<file path="src/rtl/ascon_fsm_ctrl_pkg.sv">
// Shared types and round constants for the Ascon-128 permutation controller.
package ascon_fsm_ctrl_pkg;

  typedef enum logic [2:0] {
    IDLE    = 3'd0,
    INIT    = 3'd1,
    WAIT_AD = 3'd2,
    AD      = 3'd3,
    WAIT_PT = 3'd4,
    PT      = 3'd5,
    FINAL   = 3'd6,
    END     = 3'd7
  } type_fsm_state;

  localparam logic [3:0] ROUND_P12_START = 4'd0;
  localparam logic [3:0] ROUND_P6_START  = 4'd6;
  localparam logic [3:0] ROUND_LAST      = 4'd11;

  function automatic logic [3:0] state_code(input type_fsm_state s);
    return {1'b0, s};
  endfunction

endpackage

</file>
<file path="src/rtl/ascon_fsm_ctrl_compteur_double_init.sv">
// Round counter with two preset values (p12 start / p6 start), saturating at the last round.
module compteur_double_init
  import ascon_fsm_ctrl_pkg::*;
(
  input  logic       clock_i,
  input  logic       resetb_i,
  input  logic       en_i,
  input  logic       init_a_i,
  input  logic       init_b_i,
  output logic [3:0] cpt_o
);

  always_ff @(posedge clock_i) begin
    if (!resetb_i) begin
      cpt_o <= ROUND_P12_START;
    end else if (init_a_i) begin
      cpt_o <= ROUND_P12_START;
    end else if (init_b_i) begin
      cpt_o <= ROUND_P6_START;
    end else if (en_i && (cpt_o != ROUND_LAST)) begin
      cpt_o <= cpt_o + 4'd1;
    end
  end

endmodule

</file>
<file path="src/rtl/ascon_fsm_ctrl.sv">
// Moore controller sequencing the Ascon-128 permutation: INIT p12, AD p6, PT p6 per block, FINAL p12.
// Optional debug ports (state_dbg_o, blocks_left_dbg_o) exist only when ASCON_FSM_DEBUG_EN is defined.
module ascon_fsm_ctrl
  import ascon_fsm_ctrl_pkg::*;
#(
  parameter int NB_PT_BLOCKS = 4,
  parameter int NB_AD_BLOCKS = 1
) (
  input  logic       clock_i,
  input  logic       resetb_i,
  input  logic       start_i,
  input  logic       data_valid_i,
  output logic       sel_o,
  output logic       en_o,
  output logic [3:0] round_o,
  output logic       en_xor_key_o,
  output logic       en_xor_key_final_o,
  output logic       en_xor_data_o,
  output logic       en_xor_lsb_o,
  output logic       en_out_cipher_o,
  output logic       en_out_tag_o,
  output logic       data_req_o,
  output logic       cipher_valid_o,
  output logic       end_o
`ifdef ASCON_FSM_DEBUG_EN
  ,
  output logic [3:0] state_dbg_o,
  output logic [3:0] blocks_left_dbg_o
`endif
);

  // Handshake: a block is consumed on the rising edge where data_req_o and
  // data_valid_i are both 1; data_valid_i is a don't-care whenever data_req_o is 0.

  type_fsm_state state, next_state;
  logic [3:0]    round;
  logic [3:0]    blocks_left;
  logic          last_block;
  logic          init_a, init_b;
  logic          can_start;

  compteur_double_init u_round_cnt (
    .clock_i  (clock_i),
    .resetb_i (resetb_i),
    .en_i     (en_o),
    .init_a_i (init_a),
    .init_b_i (init_b),
    .cpt_o    (round)
  );

  assign round_o    = round;
  assign last_block = (blocks_left == 4'd1);
  assign can_start  = (state == IDLE) || (state == END);

  always_ff @(posedge clock_i) begin
    if (!resetb_i) begin
      state <= IDLE;
    end else begin
      state <= next_state;
    end
  end

  // Counts AD blocks first, then is reloaded with the plaintext block count.
  always_ff @(posedge clock_i) begin
    if (!resetb_i) begin
      blocks_left <= '0;
    end else if (start_i && can_start) begin
      blocks_left <= 4'(NB_AD_BLOCKS);
    end else if ((state == AD) && (round == ROUND_LAST)) begin
      blocks_left <= last_block ? 4'(NB_PT_BLOCKS) : blocks_left - 4'd1;
    end else if ((state == PT) && (round == ROUND_LAST)) begin
      blocks_left <= blocks_left - 4'd1;
    end
  end

  always_comb begin
    next_state         = state;
    init_a             = 1'b0;
    init_b             = 1'b0;
    sel_o              = 1'b0;
    en_o               = 1'b0;
    en_xor_key_o       = 1'b0;
    en_xor_key_final_o = 1'b0;
    en_xor_data_o      = 1'b0;
    en_xor_lsb_o       = 1'b0;
    en_out_cipher_o    = 1'b0;
    en_out_tag_o       = 1'b0;
    data_req_o         = 1'b0;
    cipher_valid_o     = 1'b0;
    end_o              = 1'b0;
    case (state)
      IDLE: begin
        init_a = 1'b1;
        if (start_i) next_state = INIT;
      end
      INIT: begin
        en_o  = 1'b1;
        sel_o = (round != ROUND_P12_START);
        if (round == ROUND_LAST) begin
          en_xor_key_o = 1'b1;
          init_b       = 1'b1;
          next_state   = WAIT_AD;
        end
      end
      WAIT_AD: begin
        data_req_o = 1'b1;
        init_b     = 1'b1;
        if (data_valid_i) next_state = AD;
      end
      AD: begin
        en_o          = 1'b1;
        sel_o         = 1'b1;
        en_xor_data_o = (round == ROUND_P6_START);
        if (round == ROUND_LAST) begin
          en_xor_lsb_o = last_block;
          init_b       = 1'b1;
          next_state   = last_block ? WAIT_PT : WAIT_AD;
        end
      end
      WAIT_PT: begin
        // The last plaintext block goes straight into the p12 finalisation.
        data_req_o = 1'b1;
        init_a     = data_valid_i && last_block;
        init_b     = !(data_valid_i && last_block);
        if (data_valid_i) next_state = last_block ? FINAL : PT;
      end
      PT: begin
        en_o            = 1'b1;
        sel_o           = 1'b1;
        en_xor_data_o   = (round == ROUND_P6_START);
        en_out_cipher_o = (round == ROUND_P6_START);
        cipher_valid_o  = (round == ROUND_P6_START + 4'd1);
        if (round == ROUND_LAST) begin
          init_b     = 1'b1;
          next_state = WAIT_PT;
        end
      end
      FINAL: begin
        en_o               = 1'b1;
        sel_o              = 1'b1;
        en_xor_data_o      = (round == ROUND_P12_START);
        en_xor_key_final_o = (round == ROUND_P12_START);
        en_out_cipher_o    = (round == ROUND_P12_START);
        cipher_valid_o     = (round == ROUND_P12_START + 4'd1);
        if (round == ROUND_LAST) begin
          en_xor_key_o = 1'b1;
          en_out_tag_o = 1'b1;
          init_a       = 1'b1;
          next_state   = END;
        end
      end
      END: begin
        end_o  = 1'b1;
        init_a = 1'b1;
        if (start_i) next_state = INIT;
      end
      default: next_state = IDLE;
    endcase
  end

`ifdef ASCON_FSM_DEBUG_EN
  assign state_dbg_o       = state_code(state);
  assign blocks_left_dbg_o = blocks_left;
`endif

endmodule

</file>
<file path="config.mk">
export PLATFORM = sky130hd
export DESIGN_NAME = ascon_fsm_ctrl
export DESIGN_NICKNAME = d
export VERILOG_FILES = /design/src/rtl/ascon_fsm_ctrl_pkg.sv /design/src/rtl/ascon_fsm_ctrl_compteur_double_init.sv /design/src/rtl/ascon_fsm_ctrl.sv
export SDC_FILE = /design/constraint.sdc
export NUM_CORES = 1
export LEC_CHECK = 0
export ABC_CLOCK_PERIOD_IN_PS = 1800
export BUFFER_PORTS_ARGS = -buffer_cell sky130_fd_sc_hd__buf_2
export CORE_MARGIN = 2
export CORE_UTILIZATION = 50
export DETAILED_ROUTE_END_ITERATION = 16
export PLACE_DENSITY = 0.74
export SLEW_MARGIN = 30
export SYNTH_ARGS = -nofsm -noshare
export SYNTH_HDL_FRONTEND = slang
export SYNTH_SLANG_ARGS = --single-unit
export TNS_END_PERCENT = 30
</file>
<file path="constraint.sdc">
create_clock -name clock_i -period 1.8 [get_ports clock_i]
set_input_delay 0.18 -clock clock_i [delete_from_list [all_inputs] [get_ports clock_i]]
set_output_delay 0.18 -clock clock_i [all_outputs]
set_load 0.03 [all_outputs]
</file>
Yosys cells after proc, flatten, opt, wreduce, memory -nomap -nowiden
Cells that the tools add are included.
{"block": "op_classes", "n_addsub": 2, "mul": 0, "div_mod_pow": 0, "magnitude_cmp": 0, "n_eq_ne": 20, "shift": 0, "n_mux": 31, "n_bitwise": 1, "reduce_logical": 24}
{"operator": "$mux W3", "n": 10}
{"operator": "$pmux W3 S7", "n": 1}
{"operator": "$eq A3 B3 Y1 const B", "n": 4}
{"operator": "$mux W4", "n": 3}
{"operator": "$reduce_or A2 Y1", "n": 6}
{"operator": "$mux W1", "n": 10}
{"operator": "$ne A2 B2 Y1 const B", "n": 5}
{"operator": "$reduce_or A3 Y1", "n": 3}
{"operator": "$eq A4 B1 Y1 const B", "n": 2}
{"operator": "$eq A4 B3 Y1 const B", "n": 2}
{"operator": "$pmux W1 S2", "n": 4}
{"operator": "$reduce_and A7 Y1", "n": 1}
{"operator": "$eq A3 B2 Y1 const B", "n": 2}
{"operator": "$pmux W1 S3", "n": 2}
{"operator": "$logic_and A1 B1 Y1", "n": 5}
{"operator": "$add A4 B1 Y4 const B", "n": 1}
{"operator": "$eq A4 B4 Y1 const B", "n": 1}
{"operator": "$logic_not A4 Y1", "n": 1}
{"operator": "$ne A2 B1 Y1 const B", "n": 2}
{"operator": "$ne A4 B4 Y1 const B", "n": 1}
{"operator": "$reduce_bool A2 Y1", "n": 2}
{"operator": "$reduce_bool A4 Y1", "n": 1}
{"operator": "$reduce_or A4 Y1", "n": 1}
{"operator": "$sub A4 B1 Y4 const B", "n": 1}
{"operator": "7 further kinds", "n": 7}
{"block": "word_totals", "reg_bits": 11, "latch_bits": 0, "ramBits": 0, "mem_bits_ro": 0, "out_inout_bits": 15, "elab_cells": 83, "memories": 0}

Logic depth before layout (Yosys ltp)
Gate-level depths: netlist of the first run.
{"block": "logic_depth", "word_depth": 6, "ltp_mapped": 6, "ltp_nobuf": 6}

Cells and area by module
From an unflattened synthesis of the first run, not the netlist that was laid out.
{"block": "hier_totals", "hier_cells": 122, "area_unflattened_um2": 950.9}
{"mod": "ascon_fsm_ctrl", "instances": 1, "cells_per_inst": 100, "area_each_um2": 748.2, "seq_area_each_um2": 140.1}
{"mod": "compteur_double_init", "instances": 1, "cells_per_inst": 22, "area_each_um2": 202.7, "seq_area_each_um2": 80.1}

Least setup slack after synthesis of the first run
OpenSTA, ideal clock, no wires.
{"block": "synth_path", "path_type": "register to output", "start": "register u_round_cnt.cpt_o[1]", "end": "output en_out_tag_o", "arrival_time_ns": 1.816, "required_time_ns": 1.620, "slack_ns": -0.196, "stages_incl_launch_ff": 4, "path_buffers": 0, "cell_sequence": "dfxtp_1 -> ha_1 -> nand3b_1 -> nor3_1"}
{"block": "synth_between", "elab_chain_len": 3}
{"element": "start: declaration", "line": "ascon_fsm_ctrl_compteur_double_init.sv:10", "source": "output logic [3:0] cpt_o"}
{"element": "start signal: assignment", "line": "ascon_fsm_ctrl_compteur_double_init.sv:21", "source": "cpt_o <= cpt_o + 4'd1;"}
{"element": "$eq A4 B4 Y1", "line": "ascon_fsm_ctrl.sv:145", "source": "if (round == ROUND_LAST) begin"}
{"element": "$mux W1", "line": "ascon_fsm_ctrl.sv:145"}
{"element": "$mux W1", "line": "ascon_fsm_ctrl.sv:91", "source": "case (state)"}
{"element": "end: declaration", "line": "ascon_fsm_ctrl.sv:21", "source": "output logic en_out_tag_o,"}
Every way passes these cells.

Worst setup path after layout of the first run
{"block": "layout_path", "start": "register u_round_cnt.cpt_o[0]", "end": "output sel_o"}
{"block": "layout_between", "elab_chain_len": 2}
{"element": "$reduce_bool A4 Y1", "line": "ascon_fsm_ctrl.sv:98", "source": "sel_o = (round != ROUND_P12_START);"}
{"element": "$pmux W1 S2", "line": "ascon_fsm_ctrl.sv:91"}
{"element": "end: declaration", "line": "ascon_fsm_ctrl.sv:13", "source": "output logic sel_o,"}
Every way passes these cells.

==> flow_metrics.tcl, run 1 <==
set metrics [dict create \
    cts.sink_count 11 \
    cp_max_fo 5 \
    tritoncts "yes" \
    drtPass1Iterations 4 \
    ctsHtreeMaxLevel 1 \
    hpwl_mm 1.60 \
    ys_seq_area_frac 0.247 \
    switching_share 0.301 \
    io_buffers 18 \
    synth_fp_nets 130 \
    finalSetupViolations 0 \
    leakagePower_nw 0.502 \
    layout-drive-gt1-share 0.285 \
    finalHoldViolCount 0 \
    clock_latency_ns 0.27 \
    crit_cells 7 \
    hold_path.class "primary input to flip-flop" \
    diodes 0 \
    nets 154 \
    slew_violations 0 \
    maxCapViolCount 0 \
    coreArea_sq_mm 0.00171 \
    route.final.wire_length_mm 2.11 \
    placed_cell_area_sq_mm 0.00104 \
    crit_path_start_kind "flip-flop" \
    synthCells 121 \
    drc 0 \
    grt_setup_unrepaired "false" \
    nFillCells 153 \
    synth_top_area_cell "dfxtp_1" \
    path_delay_family "flip-flops" \
    synth.yosys.warnings 0 \
    grt_max_degree 18 \
    arrival_ns 1.50 \
    worst_slew_pin_slew_ns 0.460 \
    path_cells "buf_6 -> inv_1 -> ha_1 -> nand2_1 -> o21ai_0 -> a21oi_1 -> buf_4" \
    reg2reg_from "blocks_left[1]" \
    setup.worst_path.end "sel_o" \
    grt_pass1_wl_mm 3.50 \
    seqPwrFrac 0.480 \
    p_comb_frac 0.207 \
    gr-total-overflow 0 \
    path_clk_slew_ns 0.08 \
    period_share 0.933 \
    grt_pass1_vias 808 \
    ir_drop_uv 485 \
    avgSynthCellArea_sq_um 7.36 \
    required_ns 1.62 \
    clockRootBuffer "clkbuf_4" \
    critPathSlowestCell "dfxtp_2" \
    synth.area.top_cells "dfxtp_1, ha_1, nor2_1" \
    cts-buffers-inserted 3 \
    p_sw_uw 168 \
    crit_path_max_incr_delay_ns 0.36 \
    slew_headroom 0.691 \
    routabilityCongestion 0.891 \
    register_area_sq_um 228 \
    multi_input_area_sq_um 617 \
    min_period_ns 1.68 \
    yosysTopAreaCellShare 0.247 \
    p_per_area_mw_per_mm2 505 \
    ioPinCount 19 \
    row_count 15 \
    drt_iter0_drc 38 \
    via_per_inst 5.67 \
    p_int_uw 390 \
    cp_num_buf_inv 3 \
    ff2ff_path_depth 7 \
    start_util 0.522 \
    die_x_microns 46.2 \
    p_clk_frac 0.312 \
    status "finished, final reports clean" \
    end_kind "output pin" \
    critPathKind "flip-flop to output pin" \
    clock_path_buffers 2 \
    stdcell_area_sq_mm 0.00110 \
    wl_per_cell_microns 12.5 \
    synth.distinct_cells 36 \
    die_area_sq_mm 0.00214 \
    fmax_mhz 596 \
    synthToLayoutAreaGrowth_pct 23.9 \
    ys_ff_latch 11 \
    die_height_microns 46.2 \
    num_vias 958 \
    cts_hold_buf 0 \
    antenna_found_initial 0 \
    finClkSkew_ns 0.0104 \
    syn_area_sq_um 891 \
    whs_ns 0.205 \
    setup.worst_path.start "u_round_cnt.cpt_o[0]" \
    drt.antenna.violating_nets 0 \
    grt.total_usage 0.229 \
    r2r_slack_ns 0.28 \
    worstReg2RegEnd "u_round_cnt.cpt_o[1]" \
]
cell usage after synthesis, drive strengths merged:
master and count:
o211ai 1, o31ai 3, a2bb2oi 1, or3 1
nand2 9, inv 10, nor3b 2, o31a 2
and4 1, a211oi 1, nor3 8, buf 5
nand3b 3, xnor2 4, nor2 14, nor4 1
nand2b 3, a21boi 2, dfxtp 11, o22ai 1
nand3 5, o21a 1, nand4b 2, o21ai 9
and3 1, clkbuf 3, ha 5, xor2 1
o211a 1, a21oi 9, o221ai 1
worst reg2reg max path: stages, from the launching register on:
cell,delay (ns)
dfxtp_1,0.32
inv_1,0.08
ha_1,0.15
nor3b_4,0.19
buf_4,0.16
a21boi_0,0.08
o31ai_1,0.33
nor2_1,0.09
cells in the final DEF, fill, tap and decap left out, types with 4 or more instances in the layout:
cell type / n
inv_1: 10
dfxtp_1: 7
nor2_1: 14
o21ai_0: 9
nor3_1: 6
nand2_1: 8
xnor2_1: 4
ha_1: 4
buf_4: 9
nand3_1: 5
a21oi_1: 9
buf_2: 17
layer usage:
| layer | GRT usage | share of wire |
|---|---|---|
| met5 | 0 | 0 |
| met4 | 0.0857 | 0.017 |
| met3 | 0.0471 | 0.064 |
| met2 | 0.378 | 0.50 |
| met1 | 0.289 | 0.42 |
power groups by stage:
stage	sequential [mW]	combinational, mW	clock, mW
detailed placement	0.271	0.107	0
global route	0.270	0.129	0.192
finish	0.268	0.116	0.174
CTS	0.266	0.111	0.180
floorplan	0.274	0.0709	0
global placement	0.271	0.107	0
cells by family (layout without fill, tap and decap cells):
| family | after synthesis | after routing | share of synthesized area |
|---|---|---|---|
| fa+ha+maj | 5 | 5 | 0.0702 |
| buf+inv | 18 | 41 | 0.0871 |
| flops | 11 | 11 | 0.247 |
| xor+xnor | 5 | 5 | 0.0492 |
| compound gates | 32 | 32 | 0.226 |
| simple gates | 50 | 50 | 0.320 |
stage by stage:
stage / total power, mW / TNS (ns) / util / setup slack (ns) / std cells
after floorplan: 0.345 / -0.0156 / - / -0.0156 / 121
after global placement: 0.378 / 0 / 0.607 / 0.255 / 164
after detailed placement: 0.379 / 0 / 0.607 / 0.204 / 164
after CTS: 0.557 / 0 / 0.629 / 0.00280 / 168
after global routing: 0.591 / 0 / 0.646 / 0.00208 / 169
final: 0.558 / 0 / 0.646 / 0.121 / 169
cell type report:
| type | instances | share of cell area |
|---|---|---|
| repair buffers | 27 | 0.149 |
| clock buffers | 4 | 0.0238 |
| multi-input cells | 92 | 0.559 |
| inverters | 10 | 0.0340 |
| flip-flops and latches | 11 | 0.206 |
| well taps | 25 | 0.0283 |
how the worst min path moves through the flow:
stage                        start              to  slack, ns  cells after the start
after floorplan           resetb_i  blocks_left[0]       0.31                      1
after global placement    resetb_i  blocks_left[0]       0.50                      2
after detailed placement  resetb_i  blocks_left[0]       0.49                      2
after CTS                 resetb_i  blocks_left[0]       0.20                      2
after global routing      resetb_i  blocks_left[0]       0.21                      2
final                     resetb_i  blocks_left[0]       0.21                      2
flip-flops by register name, summed over array words and instances, names as in the netlist:
register and flops:
state 3, u_round_cnt.cpt_o 4, blocks_left 4
what timing repair did:
action                                  4_1_cts  5_1_grt
endpoints found under the hold margin         0        0
pin swaps                                     0        1
gates resized for setup                       3        8
endpoints found under the setup margin        3        5
setup buffers                                 0        1
Note: power is estimated with default switching activity, not from simulation.
==> run 2, diff against run 1 <==
BUFFER_PORTS_ARGS = -buffer_cell sky130_fd_sc_hd__buf_4   (was -buffer_cell sky130_fd_sc_hd__buf_2)
==> run 2 against run 1 <==
Net effect: register-to-register slack better by 0.07 ns; maximum frequency down 1.8%; clock skew about the same; via count down 2.9%; die area unchanged; non-clock buffer count down 2; global-route usage up 1.2 points; critical endpoint is now en_xor_lsb_o; largest power group unchanged.
==> flow_metrics.tcl, run 2 (synthesis gave the netlist of run 1 again) <==
set metrics [dict create \
    die_height_microns 46.2 \
    setup.worst_path.start "u_round_cnt.cpt_o[1]" \
    drc 0 \
    final_common_cell "buf_4" \
    critPathKind "flip-flop to output pin" \
    dp.cells 163 \
    setup_ws_ns 0.0898 \
    io_buffers 18 \
    start_util 0.522 \
    p_total_uw 567 \
    dp_slack_ns 0.133 \
    grt.total_usage 0.241 \
    ff2ff_path_depth 4 \
    synthToLayoutAreaGrowth_pct 26.3 \
    whs_ns 0.192 \
    drtPass1Iterations 4 \
    finClkSkew_ns 0.0106 \
    die_area_sq_mm 0.00214 \
    hold_path.class "primary input to flip-flop" \
    drt.antenna.violating_nets 0 \
    hold_depth 2 \
    path_clk_slew_ns 0.09 \
    nets 152 \
    leakagePower_nw 0.495 \
    clockRootBuffer "clkbuf_4" \
    global_route.usage.met2 0.378 \
    grt_max_degree 15 \
    grt_pass1_wl_mm 3.68 \
    holdPathEnd "blocks_left[0]" \
    ioPinCount 19 \
    r2r_slack_ns 0.35 \
    via_per_inst 5.57 \
    cts.sink_count 11 \
    worst_slew_pin_slew_ns 0.481 \
    slew_violations 0 \
    stdcell_area_sq_mm 0.00112 \
    routabilityCongestion 0.845 \
    row_count 15 \
    instances_no_fill 167 \
    p_per_area_mw_per_mm2 504 \
    cts_setup_buffers 0 \
    hp-start "resetb_i" \
    min_period_ns 1.71 \
    arrival_ns 1.53 \
    clock_path_buffers 2 \
    nFillCells 156 \
    tritoncts "yes" \
    clock_latency_ns 0.28 \
    cts_hold_buf 0 \
    finalSetupViolations 0 \
    coreArea_sq_mm 0.00171 \
    status "finished, final reports clean" \
    utilization 0.659 \
    diodes 0 \
    final_cell_mix "buf_4, nor2_1, inv_1" \
    setup_tns_ns 0 \
    reg_top3 "blocks_left: 4 flops, u_round_cnt.cpt_o: 4 flops, state: 3 flops" \
    use_met1 0.319 \
    required_ns 1.62 \
    die_x_microns 46.2 \
    busiest_layer "met2" \
    crit_path_start_kind "flip-flop" \
    num_vias 930 \
    gr-total-overflow 0 \
    finalHoldViolCount 0 \
    grt_pass1_vias 827 \
    maxCapViolCount 0 \
    end_kind "output pin" \
    reg2reg_from "u_round_cnt.cpt_o[2]" \
    use_met3 0.0353 \
    ctsHtreeMaxLevel 1 \
    antenna_found_initial 0 \
    placed_cell_area_sq_mm 0.00107 \
    ir_drop_uv 302 \
    route.final.wire_length_mm 2.32 \
    period_share 0.950 \
    layout-drive-gt1-share 0.282 \
    worstReg2RegEnd "blocks_left[0]" \
    cp_max_fo 9 \
    cts-buffers-inserted 3 \
    slew_headroom 0.677 \
    fmax_mhz 585 \
    drt_iter0_drc 31 \
    hpwl_mm 1.67 \
    wl_per_cell_microns 13.9 \
    grt_setup_unrepaired "true" \
]
-- run 2: worst max path at each step --
stage | depth (start not counted) | slack, ns | endpoint
2_1_floorplan | 4 | -0.02 | cipher_valid_o
4_1_cts | 5 | 0.02 | en_xor_data_o
6_report | 6 | 0.09 | en_xor_lsb_o
3_5_place_dp | 6 | 0.13 | en_xor_lsb_o
5_1_grt | 6 | -0.02 | en_xor_lsb_o
3_3_place_gp | 5 | 0.23 | state[1]
-- run 2: what timing repair did --
action | CTS | global route
endpoints found under the hold margin | 0 | 0
setup endpoints to repair | 6 | 7
gates resized for setup | 5 | 4
gates cloned | 0 | 0
-- run 2: critical path, stage by stage (launching register included) --
cell and delay, ns:
dfxtp_4 0.39, ha_4 0.17, nand4b_4 0.18, nor2_1 0.13, nand3_1 0.12, inv_1 0.10, buf_4 0.16
-- run 2: cell type report --
| cell class | instances | area, sq um | area share |
|---|---|---|---|
| tap | 25 | 31.3 | 0.0278 |
| sequential | 11 | 231 | 0.206 |
| multi-input combinational | 92 | 611 | 0.543 |
| timing repair buffer | 25 | 188 | 0.167 |
| clock buffer | 4 | 26.3 | 0.0234 |
| inverter | 10 | 37.5 | 0.0334 |
-- run 2: layer usage --
metal,vias to the layer above,part of all wire
li1,466,-
met1,428,0.44
met2,30,0.50
met3,6,0.050
met4,0,0.017
met5,-,0
-- run 2: power breakdown --
group / total, mW / internal [mW] / switching [mW]
combinational: 0.117 / 0.0526 / 0.0642
clock: 0.183 / 0.0858 / 0.0970
sequential: 0.267 / 0.251 / 0.0162
